$ cat config.mk
export PLATFORM = sky130hd
export DESIGN_NAME = uni_shift_ctrl
export DESIGN_NICKNAME = d
export VERILOG_FILES = /design/src/rtl/uni_shift_pkg.sv /design/src/rtl/shift_cnt.sv /design/src/rtl/uni_shift_ctrl.sv
export SDC_FILE = /design/constraint.sdc
export NUM_CORES = 1
export LEC_CHECK = 0
export CORE_MARGIN = 8
export CORE_UTILIZATION = 45
export DETAILED_ROUTE_END_ITERATION = 6
export PLACE_DENSITY = 0.77
export SYNTH_ARGS = -nofsm -noshare
export SYNTH_HDL_FRONTEND = slang
export SYNTH_SLANG_ARGS = --single-unit
$ cat constraint.sdc
create_clock -name clk -period 2.78 [get_ports clk]
set_input_delay 0.834 -clock clk [delete_from_list [all_inputs] [get_ports clk]]
set_output_delay 0.834 -clock clk [all_outputs]
set_load 0.05 [all_outputs]
$ cat src/rtl/uni_shift_pkg.sv
// Shared op codes, shift-register mode selects and FSM state type for uni_shift_ctrl.
package uni_shift_pkg;

  localparam logic [1:0] OP_LOAD = 2'b00;
  localparam logic [1:0] OP_SHR  = 2'b01;
  localparam logic [1:0] OP_SHL  = 2'b10;
  localparam logic [1:0] OP_ROTR = 2'b11;

  localparam logic [1:0] SEL_HOLD = 2'b00;
  localparam logic [1:0] SEL_SHR  = 2'b01;
  localparam logic [1:0] SEL_SHL  = 2'b10;
  localparam logic [1:0] SEL_LOAD = 2'b11;

  typedef enum logic [1:0] {
    StIdle,
    StLoad,
    StShift,
    StDone
  } state_e;

  // ROTR moves bits toward the LSB, same register mode as SHR.
  function automatic logic [1:0] shift_sel(input logic [1:0] op);
    return (op == OP_SHL) ? SEL_SHL : SEL_SHR;
  endfunction

endpackage

$ cat src/rtl/shift_cnt.sv
// Loadable down-counter for the remaining shift count; last flags remaining == 1.
module shift_cnt #(
  parameter int unsigned CNT_W = 4
) (
  input  logic             clk,
  input  logic             rst,
  input  logic             load,
  input  logic [CNT_W-1:0] load_val,
  input  logic             dec,
  output logic             last
);

  logic [CNT_W-1:0] cnt_q;

  always_ff @(posedge clk) begin
    if (rst) begin
      cnt_q <= '0;
    end else if (load) begin
      cnt_q <= load_val;
    end else if (dec && (cnt_q != '0)) begin
      cnt_q <= cnt_q - 1'b1;
    end
  end

  assign last = (cnt_q == {{(CNT_W-1){1'b0}}, 1'b1});

endmodule

$ cat src/rtl/uni_shift_ctrl.sv
// Command sequencer for an 8-bit universal shift register.
// Define UNI_SHIFT_ROTATE_EN to build the ROTR feedback path; otherwise op 11 reports err.
module uni_shift_ctrl
  import uni_shift_pkg::*;
#(
  parameter int unsigned WIDTH = 8,
  parameter int unsigned CNT_W = 4
) (
  input  logic             clk,
  input  logic             rst,
  input  logic             cmd_valid,
  output logic             cmd_ready,
  input  logic [1:0]       cmd_op,
  input  logic [CNT_W-1:0] cmd_count,
  input  logic [WIDTH-1:0] cmd_data,
  input  logic             cmd_fill,
  output logic [1:0]       sr_sel,
  output logic [WIDTH-1:0] sr_parallel_in,
  output logic             sr_serial_in_L,
  output logic             sr_serial_in_R,
  input  logic             sr_serial_out_L,
  input  logic             sr_serial_out_R,
  output logic             busy,
  output logic             done,
  output logic             err,
  output logic [WIDTH-1:0] out_bits
);

`ifdef UNI_SHIFT_ROTATE_EN
  localparam bit RotateEn = 1'b1;
`else
  localparam bit RotateEn = 1'b0;
`endif

  state_e           state_q;
  logic [1:0]       op_q;
  logic             fill_q;
  logic [WIDTH-1:0] data_q;
  logic [WIDTH-1:0] out_bits_q;
  logic [1:0]       sel_q;
  logic             busy_q;
  logic             done_q;
  logic             err_q;

  logic accept;
  logic cnt_last;
  logic cmd_unsup;

  assign cmd_ready = (state_q == StIdle) && !rst;
  assign accept    = cmd_valid && cmd_ready;
  assign cmd_unsup = (cmd_op == OP_ROTR) && !RotateEn;

  shift_cnt #(
    .CNT_W (CNT_W)
  ) u_shift_cnt (
    .clk      (clk),
    .rst      (rst),
    .load     (accept),
    .load_val (cmd_count),
    .dec      (state_q == StShift),
    .last     (cnt_last)
  );

  always_ff @(posedge clk) begin
    if (rst) begin
      state_q    <= StIdle;
      op_q       <= OP_LOAD;
      fill_q     <= 1'b0;
      data_q     <= '0;
      out_bits_q <= '0;
      sel_q      <= SEL_HOLD;
      busy_q     <= 1'b0;
      done_q     <= 1'b0;
      err_q      <= 1'b0;
    end else begin
      done_q <= 1'b0;
      err_q  <= 1'b0;
      case (state_q)
        StIdle: begin
          if (accept) begin
            op_q       <= cmd_op;
            fill_q     <= cmd_fill;
            data_q     <= cmd_data;
            out_bits_q <= '0;
            busy_q     <= 1'b1;
            if (cmd_op == OP_LOAD) begin
              state_q <= StLoad;
              sel_q   <= SEL_LOAD;
            end else if ((cmd_count == '0) || cmd_unsup) begin
              state_q <= StDone;
              sel_q   <= SEL_HOLD;
              done_q  <= 1'b1;
              err_q   <= cmd_unsup;
            end else begin
              state_q <= StShift;
              sel_q   <= shift_sel(cmd_op);
            end
          end
        end
        StLoad: begin
          state_q <= StDone;
          sel_q   <= SEL_HOLD;
          done_q  <= 1'b1;
        end
        StShift: begin
          // Capture the bit leaving the register on this same edge.
          if (op_q == OP_SHL) begin
            out_bits_q <= {out_bits_q[WIDTH-2:0], sr_serial_out_L};
          end else begin
            out_bits_q <= {sr_serial_out_R, out_bits_q[WIDTH-1:1]};
          end
          if (cnt_last) begin
            state_q <= StDone;
            sel_q   <= SEL_HOLD;
            done_q  <= 1'b1;
          end
        end
        StDone: begin
          state_q <= StIdle;
          busy_q  <= 1'b0;
        end
        default: begin
          state_q <= StIdle;
          sel_q   <= SEL_HOLD;
          busy_q  <= 1'b0;
        end
      endcase
    end
  end

  always_comb begin
    sr_serial_in_L = 1'b0;
    sr_serial_in_R = 1'b0;
    if (state_q == StShift) begin
      case (op_q)
        OP_SHR:  sr_serial_in_R = fill_q;
        OP_SHL:  sr_serial_in_L = fill_q;
`ifdef UNI_SHIFT_ROTATE_EN
        OP_ROTR: sr_serial_in_R = sr_serial_out_R;
`endif
        default: ;
      endcase
    end
  end

  assign sr_sel         = sel_q;
  assign sr_parallel_in = data_q;
  assign busy           = busy_q;
  assign done           = done_q;
  assign err            = err_q;
  assign out_bits       = out_bits_q;

endmodule

==> impl.org, run 1 <==
** Run status
- The run finished with clean final reports.

** Synthesis
- Yosys instantiated no cell more often than sky130_fd_sc_hd__dfxtp_1.
- Averaged over all synthesized cells, the footprint is 8.90 µm².
- The Yosys step of the flow raised 0 warnings.
- Number of flops mapped to enable cells by yosys :: 0
- Of the total synthesized cell area, the portion taken by AND, OR, NAND and NOR gates is 25.8%.
- Combinational family with the most area after synthesis :: simple AND/OR/NAND/NOR gates
- Share of synthesized area occupied by flip-flops and latches :: 40.4%
- In the synthesized netlist, the number of instances is 167.
- Cell Area, Synth :: 1490 µm²
- Most frequent cells after synthesis :: 30 x sky130_fd_sc_hd__dfxtp_1, 29 x sky130_fd_sc_hd__nand2_1, 20 x sky130_fd_sc_hd__nor2_1
- Adder-cell share of the synthesized area :: 6.57%
- Register bit count reported by yosys :: 30
- The biggest area contributor in the post-synthesis netlist is sky130_fd_sc_hd__dfxtp_1.
- Synth Area in Compound Gates :: 16.3%
- The top cell type by area accounts for 40.4% of the synthesized area.
- Of all flip-flops after synthesis, the portion carrying an async set or reset was 0%.
- Main synth FF type :: sky130_fd_sc_hd__dfxtp_1
- In the post-synthesis netlist, the biggest area contributors are sky130_fd_sc_hd__dfxtp_1 40%, sky130_fd_sc_hd__nand2_1 7.3%, sky130_fd_sc_hd__mux2i_1 6.1%, sky130_fd_sc_hd__ha_1 5.9%, sky130_fd_sc_hd__nand3b_1 5.6%.
- Multiplexer fraction of the synthesized cell area :: 6.06%
- When the netlist entered floorplanning its net count stood at 194.
- Of the total synthesized cell area, the portion taken by XOR and XNOR cells is 1.18%.
- Yosys mapped the design onto 36 distinct sky130hd cell types.

** Floorplanning
- The die covers 5400 µm².
- Chip width :: 73.5 µm
- From bottom edge to top edge, the die measures 73.5 µm.
- Area of the core :: 3260 µm²
- Row generation in the floorplan step produced 21 rows.
- Count of boundary I/O pins :: 44
- Once the floorplan was initialized, standard cells occupied 45.6% of the core.

** Critical path
- The slowest stage of the critical path belongs to the cell sky130_fd_sc_hd__nor3b_1.
- At the worst endpoint, the required time is 1950 ps.
- Longest individual stage delay on the worst path :: 360 ps
- Category of the critical setup timing path :: reg -> out
- Along the worst path, the maximum fanout reaches 4.
- The critical path contains buffers and inverters numbering 2 combined.
- Worst R2R Start :: state_q[0]$_SDFFE_PP0P_
- The kind of cell with the highest combined delay along the critical path is simple AND/OR/NAND/NOR gates.
- Launching element of the worst setup path :: state_q[0]$_SDFFE_PP0P_
- The worst setup path is launched from a flip-flop.
- Worst endpoint data arrival time :: 1650 ps
- Nature of the critical path endpoint :: output pin
- Traced cell by cell, the critical path runs through inv_1, ha_1, nand2_1, nor3b_1, buf_12.

** Detailed routing
- Final antenna-violating net count :: 0
- First-pass DRT Iterations :: 4
- Post-DR wirelength/cell :: 14.7 µm
- After detailed routing, the total wire length is 3840 µm.
- Across all layers, the routed design uses 1,365 vias.
- DRC Markers :: 0
- After detailed routing, the number of vias per cell comes to 5.21.
- In this run, the number of DRC markers left after iteration 0 of detailed routing was 148.

** Finish
- Share of final-layout standard cells stronger than drive strength 1 :: 10.2%
- Inserted Diodes :: 0
- Final Cell Area :: 2070 µm²
- Final design utilization :: 63.5%
- From synthesis to final layout, the design area changed by 39.2%.
- Total number of nets in the final design :: 242

** Pwr
- Highest ir drop seen on vdd :: 0.441 mV
- Power per cell area :: 843 nW/µm²
- The analysis attributes to cell leakage a power of 0.856 nW.

** Global routing
- The first global-routing pass estimated 6410 µm of wire.
- In the global route stage, overall resource usage came out at 15.3%.
- Vias in the first global route :: 1,420
- The total overflow left after global routing is 0.
- Pin count of the biggest net entering global routing :: 37
- The number of antenna violations at the first check in global routing came to 0.

** Clock tree
- Clock tree synthesis inserted a total of 5 buffers.
- Clock tree from TritonCTS :: yes
- No sink is reached through more buffers than the 2 on the longest clock path.
- The clock drives 30 sinks.
- In this run the post-CTS setup repair buffer count came out at 0.
- Quantity of gates resized following cts :: 0
- The root buffer cell chosen for the clock tree is sky130_fd_sc_hd__clkbuf_4.
- For this design, the CTS-stage hold fixing added 0 buffers.
- Clock network latency to the later pin of the worst-skew pair :: 330 ps
- The H-tree was split into 2 levels.
- Clock input transition at the sequential cells of the worst setup and hold paths :: 90 ps

** Timing
- Post-route clock period utilization :: 89.3%
- Counting I/O delays and the setup requirement, the final critical path takes 2480 ps.
- Unrepaired setup endpoints after global routing :: no
- Number of max-slew violations in the final report :: 0
- Sum of negative setup slack :: 0 ps
- Achievable frequency :: 403 MHz
- The tightest hold path in the finished design has a slack of 479 ps.
- For the final database, setup skew stands at 3.15 ps.
- For the pin with the worst max-slew slack, the measured transition is 635 ps.
- Endpoints failing hold :: 0
- The worst pin sits at a relative slew slack of 57.4%.
- In the post-route analysis, the smallest setup slack over all paths is 296 ps.
- Count of final setup violators :: 0

** Worst hold path
- Class of the tightest hold or removal check :: reg -> reg
- Hold Startpoint :: sr_parallel_in[5]$_SDFFE_PP0P_

** Placed design
- Summing all placed instances gives a cell area of 2010 µm².
- Detailed placement HPWL :: 2880 µm
- Pre-CTS setup slack :: 307 ps
- Final estimated routing congestion in global placement :: 0.837
- Input and output buffers added on the ports amount to 43.

** Run
- Max-cap violations in this run came to 0.
[worst reg2reg max path, stage by stage (launching register included)]
cell and delay (ps):
sky130_fd_sc_hd__dfxtp_1 350, sky130_fd_sc_hd__inv_1 130, sky130_fd_sc_hd__ha_1 200, sky130_fd_sc_hd__buf_4 170
sky130_fd_sc_hd__or4b_4 480, sky130_fd_sc_hd__a211oi_2 200, sky130_fd_sc_hd__a21oi_1 70, sky130_fd_sc_hd__a211oi_2 210
[per-stage QoR]
step	power [mW]	instances
finish	1.74	262
global route	1.85	262
CTS	1.74	262
detailed placement	1.47	254
global placement	1.43	254
floorplan	1.20	167
[final cells by class]
class	count	area, µm²
Inverter	4	15.0
Fill cell	293	1190
Timing Repair Buffer	49	505
Sequential cell	30	601
Clock buffer	7	55.1
Clock inverter	1	5.00
Multi-Input combinational cell	125	831
Tap cell	46	57.6
[kinds of logic (layout without fill, tap and decap cells)]
logic type / after synthesis / count (layout)
muxes: 9 / 9
adders and majority gates: 8 / 8
AOI/OAI and AO/OA: 29 / 29
xor gates and xnor gates: 2 / 2
and+or+nand+nor: 77 / 77
buffers and inverters: 12 / 61
DFF: 30 / 30
[power breakdown]
part           total, mW  internal (mW)  switching [mW]
clock              0.275          0.122           0.152
sequential         0.570          0.511          0.0586
combinational      0.900          0.356           0.544
[placed cells by master (no fill, tap or decap), drive strengths merged]
cell / Yosys / routed
nor3: 2 / 2
a21boi: 1 / 1
a2111oi: 2 / 2
dfxtp: 30 / 30
a21oi: 5 / 5
nand2: 29 / 29
nor3b: 2 / 2
ha: 7 / 7
a22oi: 1 / 1
o211ai: 1 / 1
or4b: 1 / 1
nand2b: 5 / 5
clkbuf: 5 / 7
nor2: 20 / 20
o31ai: 1 / 1
and3: 1 / 1
a211oi: 5 / 5
clkdlybuf4s50: 0 / 40
xnor2: 1 / 1
o21ai: 1 / 1
xor2: 1 / 1
mux2i: 9 / 9
maj3: 1 / 1
nor2b: 1 / 1
nand3b: 11 / 11
or2: 1 / 1
nor4: 2 / 2
or3b: 1 / 1
a221o: 1 / 1
a2bb2oi: 8 / 8
inv: 4 / 4
a31oi: 1 / 1
clkinv: 0 / 1
buf: 3 / 9
or3: 1 / 1
a31o: 2 / 2
[state kept, by name, summed over array words and instances, names as in the netlist]
signal / flops
err: 1
done: 1
out_bits: 8
sr_sel: 2
sr_parallel_in: 8
fill_q: 1
u_shift_cnt.cnt_q: 4
state_q: 2
busy: 1
op_q: 2
[final timing paths]
kind              slack [ps]  cells past startpoint                                end
setup / recovery         300                      5                     sr_serial_in_R
hold / removal           480                      2     sr_parallel_in[5]$_SDFFE_PP0P_
setup reg to reg         900                      7  u_shift_cnt.cnt_q[3]$_SDFFE_PP0P_
hold reg to reg          480                      2     sr_parallel_in[5]$_SDFFE_PP0P_
[layer usage]
metal,track usage [%],up-vias,routed length (µm)
li1,-,685,-
met1,16.3,637,1590
met2,25.3,36,1870
met3,6.55,7,318
met4,7.32,0,65
met5,0,-,0
No activity file was read; power rests on OpenSTA's default activity.
==> inputs of run 2 (changes only) <==
--- a/config.mk
+++ b/config.mk
@@ -7,6 +7,7 @@
 export LEC_CHECK = 0
 export CORE_MARGIN = 8
 export CORE_UTILIZATION = 45
+export CTS_CLUSTER_DIAMETER = 150
 export DETAILED_ROUTE_END_ITERATION = 6
 export PLACE_DENSITY = 0.77
 export SYNTH_ARGS = -nofsm -noshare
==> results of run 2 <==
The final DEF is identical to that of run 1; final timing and power are the same.
